--- config.mk ---
export PLATFORM = sky130hd
export DESIGN_NAME = burst_cycle_sequencer_flat
export DESIGN_NICKNAME = d
export VERILOG_FILES = /design/src/rtl/burst_cycle_sequencer_if.sv /design/src/rtl/burst_cycle_sequencer.sv /design/src/flat_wrapper.sv
export SDC_FILE = /design/constraint.sdc
export NUM_CORES = 1
export LEC_CHECK = 0
export ABC_AREA = 0
export CORE_AREA = 5 5 90 92
export CTS_BUF_LIST = sky130_fd_sc_hd__clkbuf_2
export DETAILED_ROUTE_END_ITERATION = 8
export DIE_AREA = 0 0 95 97
export MAX_ROUTING_LAYER = met4
export PLACE_DENSITY = 0.8
export SLEW_MARGIN = 30
export SYNTH_ARGS = -nofsm -noshare
export SYNTH_HDL_FRONTEND = slang
export SYNTH_SLANG_ARGS = --single-unit
--- constraint.sdc ---
create_clock -name Clock -period 5.1 [get_ports Clock]
set_clock_uncertainty 0.05 [all_clocks]
set_input_delay 0.51 -clock Clock [delete_from_list [all_inputs] [get_ports Clock]]
set_output_delay 0.51 -clock Clock [all_outputs]
set_load 0.01 [all_outputs]
--- src/rtl/burst_cycle_sequencer_if.sv ---
// Handshake/status bundle between the burst control registers and the burst cycle sequencer.
// The control side drives enable, trigger, carrier wrap and the burst programming;
// the sequencer returns the gate enable and burst status.
interface burst_cycle_sequencer_if #(
    parameter int CNT_W  = 20,
    parameter int HOLD_W = 16
);
    logic              Burst_EN;
    logic              Trig_In;
    logic              Cycle_Wrap;
    logic [CNT_W-1:0]  Cycle_Count;
    logic [HOLD_W-1:0] Holdoff_Value;
    logic              Gate_Out;
    logic              Busy;
    logic [CNT_W-1:0]  Count_Out;
    logic              Done_Pulse;
    logic              Missed_Trig;

    modport master (
        output Burst_EN,
        output Trig_In,
        output Cycle_Wrap,
        output Cycle_Count,
        output Holdoff_Value,
        input  Gate_Out,
        input  Busy,
        input  Count_Out,
        input  Done_Pulse,
        input  Missed_Trig
    );

    modport slave (
        input  Burst_EN,
        input  Trig_In,
        input  Cycle_Wrap,
        input  Cycle_Count,
        input  Holdoff_Value,
        output Gate_Out,
        output Busy,
        output Count_Out,
        output Done_Pulse,
        output Missed_Trig
    );
endinterface

--- src/rtl/burst_cycle_sequencer.sv ---
// Burst cycle sequencer: after a synchronised trigger edge, gates the waveform output for
// N carrier cycles (counted on DDS wrap pulses), then waits a programmable holdoff before
// accepting the next trigger. N = 0 gates until burst mode is disabled.
// All outputs are registered; SYNC_STAGES must be at least 2.
module burst_cycle_sequencer #(
    parameter int CNT_W       = 20,
    parameter int HOLD_W      = 16,
    parameter int SYNC_STAGES = 2
) (
    input  logic                   Clock,
    input  logic                   Reset,
    burst_cycle_sequencer_if.slave bus
);

    typedef enum logic [1:0] {
        S_IDLE    = 2'd0,
        S_ARMED   = 2'd1,
        S_RUN     = 2'd2,
        S_HOLDOFF = 2'd3
    } state_t;

    state_t                 state_q, state_d;

    // Trigger synchroniser (bit 0 is the newest sample) and edge-detect history
    logic [SYNC_STAGES-1:0] sync_q, sync_d;
    logic                   trig_prev_q, trig_prev_d;
    logic                   trig_rise;

    // Burst bookkeeping
    logic [CNT_W-1:0]       count_q, count_d;
    logic [CNT_W-1:0]       n_lat_q, n_lat_d;
    logic [HOLD_W-1:0]      hold_q, hold_d;
    logic                   burst_last;

    // Registered outputs
    logic                   gate_q, gate_d;
    logic                   busy_q, busy_d;
    logic                   done_q, done_d;
    logic                   missed_q, missed_d;

    // A state in which a new trigger cannot be accepted
    function automatic logic is_busy(input state_t s);
        return (s == S_RUN) || (s == S_HOLDOFF);
    endfunction

    // Shift the asynchronous trigger through the synchroniser and remember the last synced level
    always_comb begin
        sync_d      = {sync_q[SYNC_STAGES-2:0], bus.Trig_In};
        trig_prev_d = sync_q[SYNC_STAGES-1];
    end

    // Rising edge of the synchronised trigger; both operands come straight from flops
    assign trig_rise = sync_q[SYNC_STAGES-1] & ~trig_prev_q;

    // This wrap completes the burst (never true for an infinite burst, N_lat = 0)
    assign burst_last = bus.Cycle_Wrap && (n_lat_q != '0) &&
                        (count_q == n_lat_q - CNT_W'(1));

    // Next-state decode; dropping Burst_EN aborts from any state
    always_comb begin
        state_d = state_q;
        if (!bus.Burst_EN) begin
            state_d = S_IDLE;
        end else begin
            case (state_q)
                S_IDLE:    state_d = S_ARMED;
                S_ARMED:   if (trig_rise) state_d = S_RUN;
                S_RUN:     if (burst_last) state_d = S_HOLDOFF;
                S_HOLDOFF: if (hold_q == '0) state_d = S_ARMED;
                default:   state_d = S_IDLE;
            endcase
        end
    end

    // Output and counter updates for the coming state; an abort leaves Count_Out untouched
    always_comb begin
        count_d  = count_q;
        n_lat_d  = n_lat_q;
        hold_d   = hold_q;
        done_d   = 1'b0;
        missed_d = 1'b0;
        gate_d   = (state_d == S_RUN);
        busy_d   = is_busy(state_d);

        if (bus.Burst_EN) begin
            case (state_q)
                S_ARMED: begin
                    // A wrap landing on the trigger clock belongs to the previous
                    // carrier cycle, so the count starts from zero here.
                    if (trig_rise) begin
                        n_lat_d = bus.Cycle_Count;
                        count_d = '0;
                    end
                end
                S_RUN: begin
                    missed_d = trig_rise;
                    if (bus.Cycle_Wrap) begin
                        // Free-running wrap for N_lat = 0; otherwise stops at N_lat
                        count_d = count_q + CNT_W'(1);
                        if (burst_last) begin
                            done_d = 1'b1;
                            hold_d = bus.Holdoff_Value;
                        end
                    end
                end
                S_HOLDOFF: begin
                    missed_d = trig_rise;
                    if (hold_q != '0) begin
                        hold_d = hold_q - HOLD_W'(1);
                    end
                end
                default: begin
                    // IDLE ignores triggers silently
                end
            endcase
        end
    end

    // Control flops: state, synchroniser and every output, cleared by reset
    always_ff @(posedge Clock) begin
        if (!Reset) begin
            state_q     <= S_IDLE;
            sync_q      <= '0;
            trig_prev_q <= 1'b0;
            count_q     <= '0;
            gate_q      <= 1'b0;
            busy_q      <= 1'b0;
            done_q      <= 1'b0;
            missed_q    <= 1'b0;
        end else begin
            state_q     <= state_d;
            sync_q      <= sync_d;
            trig_prev_q <= trig_prev_d;
            count_q     <= count_d;
            gate_q      <= gate_d;
            busy_q      <= busy_d;
            done_q      <= done_d;
            missed_q    <= missed_d;
        end
    end

    // Latched burst length and holdoff counter: always loaded before being read
    always_ff @(posedge Clock) begin
        n_lat_q <= n_lat_d;
        hold_q  <= hold_d;
    end

    assign bus.Gate_Out    = gate_q;
    assign bus.Busy        = busy_q;
    assign bus.Count_Out   = count_q;
    assign bus.Done_Pulse  = done_q;
    assign bus.Missed_Trig = missed_q;

endmodule

--- src/flat_wrapper.sv ---
// flat-port wrapper written by rule: the top's interface ports become plain ports
module burst_cycle_sequencer_flat 
#(
    parameter int CNT_W       = 20,
    parameter int HOLD_W      = 16,
    parameter int SYNC_STAGES = 2
)
  (Clock, Reset, bus_Burst_EN, bus_Trig_In, bus_Cycle_Wrap, bus_Cycle_Count, bus_Holdoff_Value, bus_Gate_Out, bus_Busy, bus_Count_Out, bus_Done_Pulse, bus_Missed_Trig);
  burst_cycle_sequencer_if #(.CNT_W(CNT_W), .HOLD_W(HOLD_W)) bus_i ();
  input  logic Clock;
  input  logic Reset;
  input wire logic [$bits(bus_i.Burst_EN)-1:0] bus_Burst_EN;
  input wire logic [$bits(bus_i.Trig_In)-1:0] bus_Trig_In;
  input wire logic [$bits(bus_i.Cycle_Wrap)-1:0] bus_Cycle_Wrap;
  input wire logic [$bits(bus_i.Cycle_Count)-1:0] bus_Cycle_Count;
  input wire logic [$bits(bus_i.Holdoff_Value)-1:0] bus_Holdoff_Value;
  output wire logic [$bits(bus_i.Gate_Out)-1:0] bus_Gate_Out;
  output wire logic [$bits(bus_i.Busy)-1:0] bus_Busy;
  output wire logic [$bits(bus_i.Count_Out)-1:0] bus_Count_Out;
  output wire logic [$bits(bus_i.Done_Pulse)-1:0] bus_Done_Pulse;
  output wire logic [$bits(bus_i.Missed_Trig)-1:0] bus_Missed_Trig;
  assign bus_i.Burst_EN = bus_Burst_EN;
  assign bus_i.Trig_In = bus_Trig_In;
  assign bus_i.Cycle_Wrap = bus_Cycle_Wrap;
  assign bus_i.Cycle_Count = bus_Cycle_Count;
  assign bus_i.Holdoff_Value = bus_Holdoff_Value;
  assign bus_Gate_Out = bus_i.Gate_Out;
  assign bus_Busy = bus_i.Busy;
  assign bus_Count_Out = bus_i.Count_Out;
  assign bus_Done_Pulse = bus_i.Done_Pulse;
  assign bus_Missed_Trig = bus_i.Missed_Trig;
  burst_cycle_sequencer #(.CNT_W(CNT_W), .HOLD_W(HOLD_W), .SYNC_STAGES(SYNC_STAGES)) u_core (.Clock(Clock), .Reset(Reset), .bus(bus_i));
endmodule
==> results summary, run 1 <==
The flow ran to the end, and the final reports show no timing, DRC or antenna violations. The die span in x came out at around 95 um. IR analysis of the VDD net gives a maximum drop of 0.0954 mV.

The HPWL after detailed placement is ~6000 um. The data required time of the worst path came out at 5260 ps. The initial antenna violation count was 0.

Of the cells placed in the final design, the portion with a size suffix greater than 1 is approximately 6.9%. The number of synthesized register bits is 65. The chip height is between 90 and 100 um.

The DRC marker count from the first detailed-route iteration came out at roughly 150. The critical path is of the register to register type. The number of flops mapped to enable cells by yosys came out at 36. The routability-driven placement congestion ratio came out at around 0.88. The number of buffers and inverters on the critical path is 1.

Setup violations remaining at the end of the flow were counted as 0. The slowest stage of the critical path is the sky130_fd_sc_hd__or4_1 cell. The top cell types in the final layout, fill and taps aside, are sky130_fd_sc_hd__clkdlybuf4s50_1, sky130_fd_sc_hd__nor2_1, sky130_fd_sc_hd__edfxtp_1. The number of failing hold endpoints at the final stage is 0. Sequential cells burn 62.4% of the power. The post-synthesis area per instance came out at just under 10 um2.

The aggregate global routing overflow is 0. The peak fanout along the critical path is 16. The utilization after layout is between 60% and 70%.

Row generation in the floorplan step produced 31 rows. The synthesized area came out at approximately 3500 um2. Summed over its instances, the top area cell type makes up between 30% and 40% of the synthesized netlist area. The logic gate share of total power is under 10%.

The routed via count divided by cell count came out at 5.43. Leaving out fill and tap cells, the most frequent cell in the layout is sky130_fd_sc_hd__clkdlybuf4s50_1. The area of the die came out at just over 9000 um2.

65 I/O pins were placed. The number of buffers created by CTS came out at 9. The net switching share of the total power came out at 21.5%. The post-route minimum period is roughly 3500 ps. The clock share of power came out at between 30 and 40%.

The multi-input logic area came out at between 1500 and 2000 um2. The terminus of the critical flop-to-flop path is u_core.hold_q[9]. STA classifies the critical path endpoint as a register. For this configuration, the core starts out at a cell density of roughly half. The prevailing post-synth register cell is sky130_fd_sc_hd__edfxtp_1. In this run the power density over the cells is a little over 200 nW/um2. In this run the remaining antenna-violating nets after routing total 0.

By area the synthesized netlist is led by sky130_fd_sc_hd__edfxtp_1, sky130_fd_sc_hd__dfxtp_1, sky130_fd_sc_hd__xnor2_1. The worst hold path terminates at u_core.bus.Missed_Trig. The clock tree buffer depth came out at 2. The number of max-slew violations in the final report was 0. The depth of the CTS H-tree came out at 3. The cell accounting for the most synthesized area is sky130_fd_sc_hd__edfxtp_1. Wires add up to around 8000 um. The share of the cycle needed by the critical path after routing came out at between 60% and 70%. The share of synthesized flip-flops with an asynchronous set or reset is 0%. The antenna diode count came out at 0.

The path depth of the worst reg2reg path came out at 8. The unique cell type count in the Yosys netlist is 50. The total leakage power came out at approximately 0.0014 uW.

The post-synthesis sequential area ratio is approximately 48%. The layout has ~630 filler cells. The number of nets in the synthesized netlist is between 400 and 500. Data on the critical path arrives at its endpoint at ~3700 ps.

The via count of the first global-routing pass is between 2k and 3k. The net count reported at finish is 463. The tightest min-delay check is of the register to register type. The count of unresolved DRC violations after routing came out at 0. Setup repair after global routing left no endpoint under its margin. The critical path goes through or4_1 > or4_1 > mux2i_1 > mux2_2 > nor4b_2 > nand4_1 > a21oi_1 > buf_4.

The post-CTS clock slew at the launch and capture registers of the worst setup and hold paths came out at roughly 180 ps. The number of max-cap violations is 0. The net switching power came out at 193 uW.

TritonCTS built the clock tree. The maximum clock rate is approximately 280 MHz. The number of port buffers came out at 64. The biggest cell delay along the critical path came out at around 720 ps. The worst min-delay path startpoint is u_core.trig_prev_q.

In this run the standard cell core region covers approximately 7000 um2. The wire length of the first global-routing pass came out at around 13,000 um. The gate count after technology mapping is between 300 and 400.

The number of warnings printed during yosys synthesis is 0. The clock network latency to the later pin of the worst-skew pair is roughly 490 ps. The cell that appears most often on the critical path is sky130_fd_sc_hd__or4_1. In this run the post-CTS setup repair buffer count came out at 0. For the final routed database, the setup TNS stands at 0 ps.

The pin count of the biggest net entering global routing is 32. The number of hold buffers added after CTS is 0. CTS saw 65 sinks. The total number of vias is between 2k and 3k. The number of cells traversed by the worst hold path is 1. STA classifies the critical path startpoint as a register. The global-route usage over all layers is 18.5%. The worst register-to-register path begins at u_core.n_lat_q[4].

The register-to-register setup slack came out at between 1500 and 2000 ps. The cell family with the largest share of critical-path delay is simple AND/OR/NAND/NOR gates. Relative to the synthesized area, the layout overhead comes to 23.5%.

The tree is rooted in a sky130_fd_sc_hd__clkbuf_2. The detailed-routing iteration count for the pre-antenna-repair pass came out at 4. At the pin with the least slew margin, the transition time is slightly above 800 ps. The design internal power is 701 uW. The wire length per cell after detailed routing is 15.3 um. The footprint of the flip-flops and latches is between 1500 and 2000 um2.

The post-cts gate resize count came out at 0. The relative slew slack came out at 45.0%.
## worst register-to-register path, cell delays in order (launching register included)
cell and delay, ps:
sky130_fd_sc_hd__edfxtp_1 550, sky130_fd_sc_hd__or4_1 720, sky130_fd_sc_hd__or4_1 580, sky130_fd_sc_hd__mux2i_1 150, sky130_fd_sc_hd__mux2_2 280, sky130_fd_sc_hd__nor4b_2 350, sky130_fd_sc_hd__nand4_1 130, sky130_fd_sc_hd__a21oi_1 160
sky130_fd_sc_hd__buf_4 260
## metrics by stage
step / setup WS (ps) / area (um2) / hold slack [ps] / std cells / power (uW)
after floorplan: 1260 / 3480 / 349 / 356 / 583
after global placement: 1660 / 4190 / 361 / 506 / 619
after detailed placement: 1620 / 4190 / 367 / 506 / 620
after CTS: 1590 / 4290 / 387 / 521 / 901
after global routing: 1440 / 4300 / 419 / 521 / 931
final: 1580 / 4300 / 388 / 521 / 894
## worst max-delay path by stage
stage / slack [ps] / from / endpoint / depth (start not counted)
after floorplan: 1260 / u_core.n_lat_q[4] / u_core.hold_q[0] / 9
after global placement: 1660 / u_core.n_lat_q[4] / u_core.hold_q[2] / 8
after detailed placement: 1620 / u_core.n_lat_q[4] / u_core.hold_q[7] / 8
after CTS: 1590 / u_core.n_lat_q[4] / u_core.hold_q[2] / 8
after global routing: 1440 / u_core.n_lat_q[4] / u_core.hold_q[13] / 8
final: 1580 / u_core.n_lat_q[4] / u_core.hold_q[9] / 8
## synthesized netlist by cell type, types with 8 or more instances
| cell | n |
|---|---|
| sky130_fd_sc_hd__nand3_1 | 10 |
| sky130_fd_sc_hd__clkbuf_1 | 9 |
| sky130_fd_sc_hd__or4_1 | 8 |
| sky130_fd_sc_hd__a21oi_1 | 22 |
| sky130_fd_sc_hd__xor2_1 | 23 |
| sky130_fd_sc_hd__and2_1 | 8 |
| sky130_fd_sc_hd__dfxtp_1 | 29 |
| sky130_fd_sc_hd__nand2_1 | 18 |
| sky130_fd_sc_hd__xnor2_1 | 29 |
| sky130_fd_sc_hd__nor3_1 | 16 |
| sky130_fd_sc_hd__edfxtp_1 | 36 |
| sky130_fd_sc_hd__nor4_1 | 8 |
| sky130_fd_sc_hd__nor2_1 | 49 |
| sky130_fd_sc_hd__nand4_1 | 8 |
## flip-flops by register name, indices dropped and copies added (netlist names)
register and cells:
u_core.bus.Busy 1, u_core.bus.Count_Out 20, u_core.bus.Done_Pulse 1, u_core.bus.Gate_Out 1, u_core.bus.Missed_Trig 1, u_core.hold_q 16, u_core.n_lat_q 20, u_core.state_q 2
u_core.sync_q 2, u_core.trig_prev_q 1
## cell type report
cell class | count | area share, %
clock buffer | 11 | 1.28
clock inverter | 4 | 1.05
inverter | 7 | 0.611
multi-input combinational | 270 | 40.5
sequential | 65 | 38.6
tap | 99 | 2.88
timing repair buffer | 65 | 15.1
## power groups by stage
stage | Combinational, uW | Sequential [uW] | Clock (uW)
detailed placement | 50.8 | 569 | 0
floorplan | 14.9 | 568 | 0
CTS | 51.2 | 558 | 292
global route | 54.8 | 558 | 318
global placement | 50.2 | 569 | 0
finish | 50.7 | 558 | 286
## logic make-up after synthesis
group | after synthesis | share of synthesized area (%)
compound gates | 48 | 8.70
xor+xnor | 52 | 13.1
buf+inv | 21 | 2.52
fa+ha+maj | 4 | 1.44
flops | 65 | 47.7
mux | 5 | 1.51
simple gates | 161 | 25.0
## routing by layer
metal	track usage (%)	share of wire (%)
met4	5.66	1.5
met1	23.2	44
met5	-	0
met3	3.96	3.9
met2	29.8	50
Note: power is estimated with default switching activity, not from simulation.
==> run 2: changes to the inputs <==
Settings changed: CORE_AREA 5 5 90 92 to 5 5 91 93, DIE_AREA 0 0 95 97 to 0 0 96 98, PLACE_DENSITY 0.8 to 0.82.
Clock period 5.1 ns to 2.9 ns, I/O delays scaled along.
==> run 2 against run 1 <==
Setup slack got worse by 1800 ps. Sequential share of layout area is 3.1 points lower. Non-clock buffer count grew 36. Die area up 2.1%. Largest cell class unchanged. Via count grew 5.0%. Sequential power up 76%. Flip-flop and latch count unchanged. The flow now finishes with violations (negative setup slack). Design area rose by 8.6%. First-iteration DRC count down 15%.
==> results summary, run 2 (synthesized netlist as in run 1, its figures left out) <==
The final count of negative-setup-slack endpoints is 16. The routed length on met3 is ~480 um. The initial antenna violation count is 0. The path depth of the worst reg2reg path came out at 10. In this run the worst setup path begins at u_core.n_lat_q[1]. The peak fanout along the critical path came out at 16. Setup repair after global routing could not meet its margin everywhere. Input and output buffers added on the ports amount to 64. The number of failing hold endpoints at the final stage came out at 0. The actual transition at the worst max-transition pin came out at approximately 580 ps.

The number of buffers created by CTS came out at 9. Fill cells in the final layout number approximately 640. In the layout the commonest cells are sky130_fd_sc_hd__clkdlybuf4s50_1, sky130_fd_sc_hd__nor2_1, sky130_fd_sc_hd__edfxtp_1. The cell row count is 32. The arrival time at the worst endpoint is between 3000 and 4000 ps. The checks that failed: negative setup slack.

The clock tree buffer depth came out at 2. The share of the cycle needed by the critical path after routing came out at 107%. The count of pins on the block boundary came out at 65. The total leakage power is about 0.0016 uW. The DRC marker count from the first detailed-route iteration came out at about 130. The depth of the CTS H-tree is 3.

The path with the worst hold slack has its endpoint at u_core.n_lat_q[1]. The worst setup slack after layout came out at -196 ps. The register-to-register setup slack came out at -200 ps. The endpoint class of the critical path is a register.

In the final layout, the share of cells above drive strength 1 is 15.3%. The cell family with the largest share of critical-path delay is simple AND/OR/NAND/NOR gates. The wire length of the first global-routing pass is 13,000 um. The area of the die is about 9400 um2.

The via count of the first global-routing pass is 2,865. The aggregate global routing overflow came out at 0. After layout, the minimum clock period comes to just over 3000 ps. The setup path with the least slack is of type register to register. The final antenna-violating net count came out at 0. Wire segments on met2 add up to 3830 um in the final route.

Relative to the synthesized area, the layout overhead comes to 34.2%. The antenna diode count is 0. The biggest cell delay along the critical path came out at between 500 and 600 ps.

Power comes to about 1700 uW. STA classifies the critical path startpoint as a register. The count of buffering cells on the critical path with inverters included came out at 2.

In this run the most critical hold path is launched from bus_Cycle_Count[1]. The detailed-routing wirelength on met1 came out at between 3000 and 4000 um. The slowest stage of the critical path belongs to the cell sky130_fd_sc_hd__or4_4. For this run, the total global-route usage over all layers was measured as between 10% and 20%. The chip height is 98 um. The wire length per cell after detailed routing came out at roughly 14 um. The net count of the finished layout is around 500.

The count of unresolved DRC violations after routing is 0. The post-route setup TNS is -2990 ps. For this design the ratio of total power to cell area is 361 nW/um2. The library cell used most frequently in the layout, excluding fill and tap cells, is sky130_fd_sc_hd__clkdlybuf4s50_1.

Traced cell by cell, the critical path runs through inv_2 > ha_4 > or3b_4 > or4_4 > xnor2_1 > mux2_4 > nor4b_4 > nand4_1 > a21oi_4 > buf_12. The number of max-slew violations in the final report came out at 0. The cell chosen for the clock root is sky130_fd_sc_hd__clkbuf_2. The total clock sinks is 65.

The maximum clock rate is between 300 and 400 MHz. The area of the core is roughly 7400 um2. The worst IR drop on VDD is 0.356 mV.

After detailed routing, the number of vias per cell comes to 5.30. Summing all non-filler instances in the final layout gives an area of 4670 um2. The post-place instance area is roughly 4500 um2.

The launch instance of the worst register-to-register path is u_core.n_lat_q[1]. The data required time of the worst path came out at a little over 3000 ps. The pin count of the biggest net entering global routing came out at 21. The highest layer touched by signal routing is met4. The number of max-cap violations is 0. The die span in x came out at about 96 um. The run finished, with violations left. Once the floorplan was initialized, standard cells occupied a little under half of the core.

For this run, the detailed router's first-pass iteration total came to 5. The worst hold-check path type is input pin to register. The post-CTS clock slew at the launch and capture registers of the worst setup and hold paths is 190 ps. The worst hold slack after final layout came out at approximately 280 ps. The relative slew slack came out at 61.2%.

The total number of vias is just under 3k. The total routed wirelength is about 8000 um. The routability-driven placement congestion ratio is around 0.94. The terminus of the critical flop-to-flop path is u_core.hold_q[6]. The HPWL after detailed placement is ~6300 um. TritonCTS built the clock tree.

The later pin in the worst-skew pair is clocked with a latency of 500 ps. The number of cells traversed by the worst hold path is 1.
run 2: cell count changes in the layout (fill, tap and decap cells not counted), moves of 2 or more:
| cell | previous run | this run |
|---|---|---|
| sky130_fd_sc_hd__and2_1 | 6 | 8 |
| sky130_fd_sc_hd__or4_4 | 1 | 4 |
| sky130_fd_sc_hd__or4_1 | 8 | 5 |
| sky130_fd_sc_hd__inv_1 | 7 | 5 |
| sky130_fd_sc_hd__clkbuf_2 | 11 | 9 |
| sky130_fd_sc_hd__buf_4 | 1 | 35 |
| sky130_fd_sc_hd__inv_2 | 0 | 2 |
| sky130_fd_sc_hd__clkinv_4 | 0 | 2 |
| sky130_fd_sc_hd__and2_2 | 2 | 0 |
run 2: report_power, final:
part	internal, uW	leakage [uW]	switching (uW)	total (uW)
logic	63.5	0.000996	31.8	95.3
clock network	286	0.0000862	324	610
registers	976	0.000558	3.65	980
total	1330	0.00164	360	1690
run 2: cell type report:
type                    count  area [um2]  area share, %
well taps                 102         128           2.73
clock inverters             7        93.8           2.01
inverters                   7        26.3          0.563
flip-flops and latches     65        1660           35.6
multi-input cells         270        1780           38.1
repair buffers            101         935           20.0
clock buffers               9        45.0          0.964
run 2: stage by stage:
step / cells / setup WS (ps) / util, %
after floorplan: 356 / -292 / -
after detailed placement: 542 / -242 / 60.3
after global routing: 561 / -297 / 62.7
after CTS: 560 / -235 / 62.4
after global placement: 542 / -142 / 60.3
final: 561 / -196 / 62.7
run 2: worst max-delay path by stage:
stage	end	slack, ps	depth (start not counted)
floorplan	u_core.hold_q[0]	-290	9
global placement	u_core.hold_q[5]	-140	10
detailed placement	u_core.hold_q[5]	-240	10
CTS	u_core.hold_q[6]	-240	10
global route	u_core.hold_q[11]	-300	10
finish	u_core.hold_q[6]	-200	10
run 2: timing repair:
action / CTS / global route
gates resized for setup: 0 / 5
pin swaps: 1 / 1
buffers inserted: 2 / 1
hold buffers: 0 / 0
hold endpoints to repair: 0 / 0
setup endpoints to repair: 16 / 19
gates cloned: 0 / 0
run 2: metal layers:
| metal | GRT usage (%) | vias up |
|---|---|---|
| li1 | - | 1487 |
| met1 | 21.7 | 1360 |
| met2 | 29.0 | 109 |
| met3 | 3.47 | 15 |
| met4 | 9.41 | 0 |
| met5 | - | - |
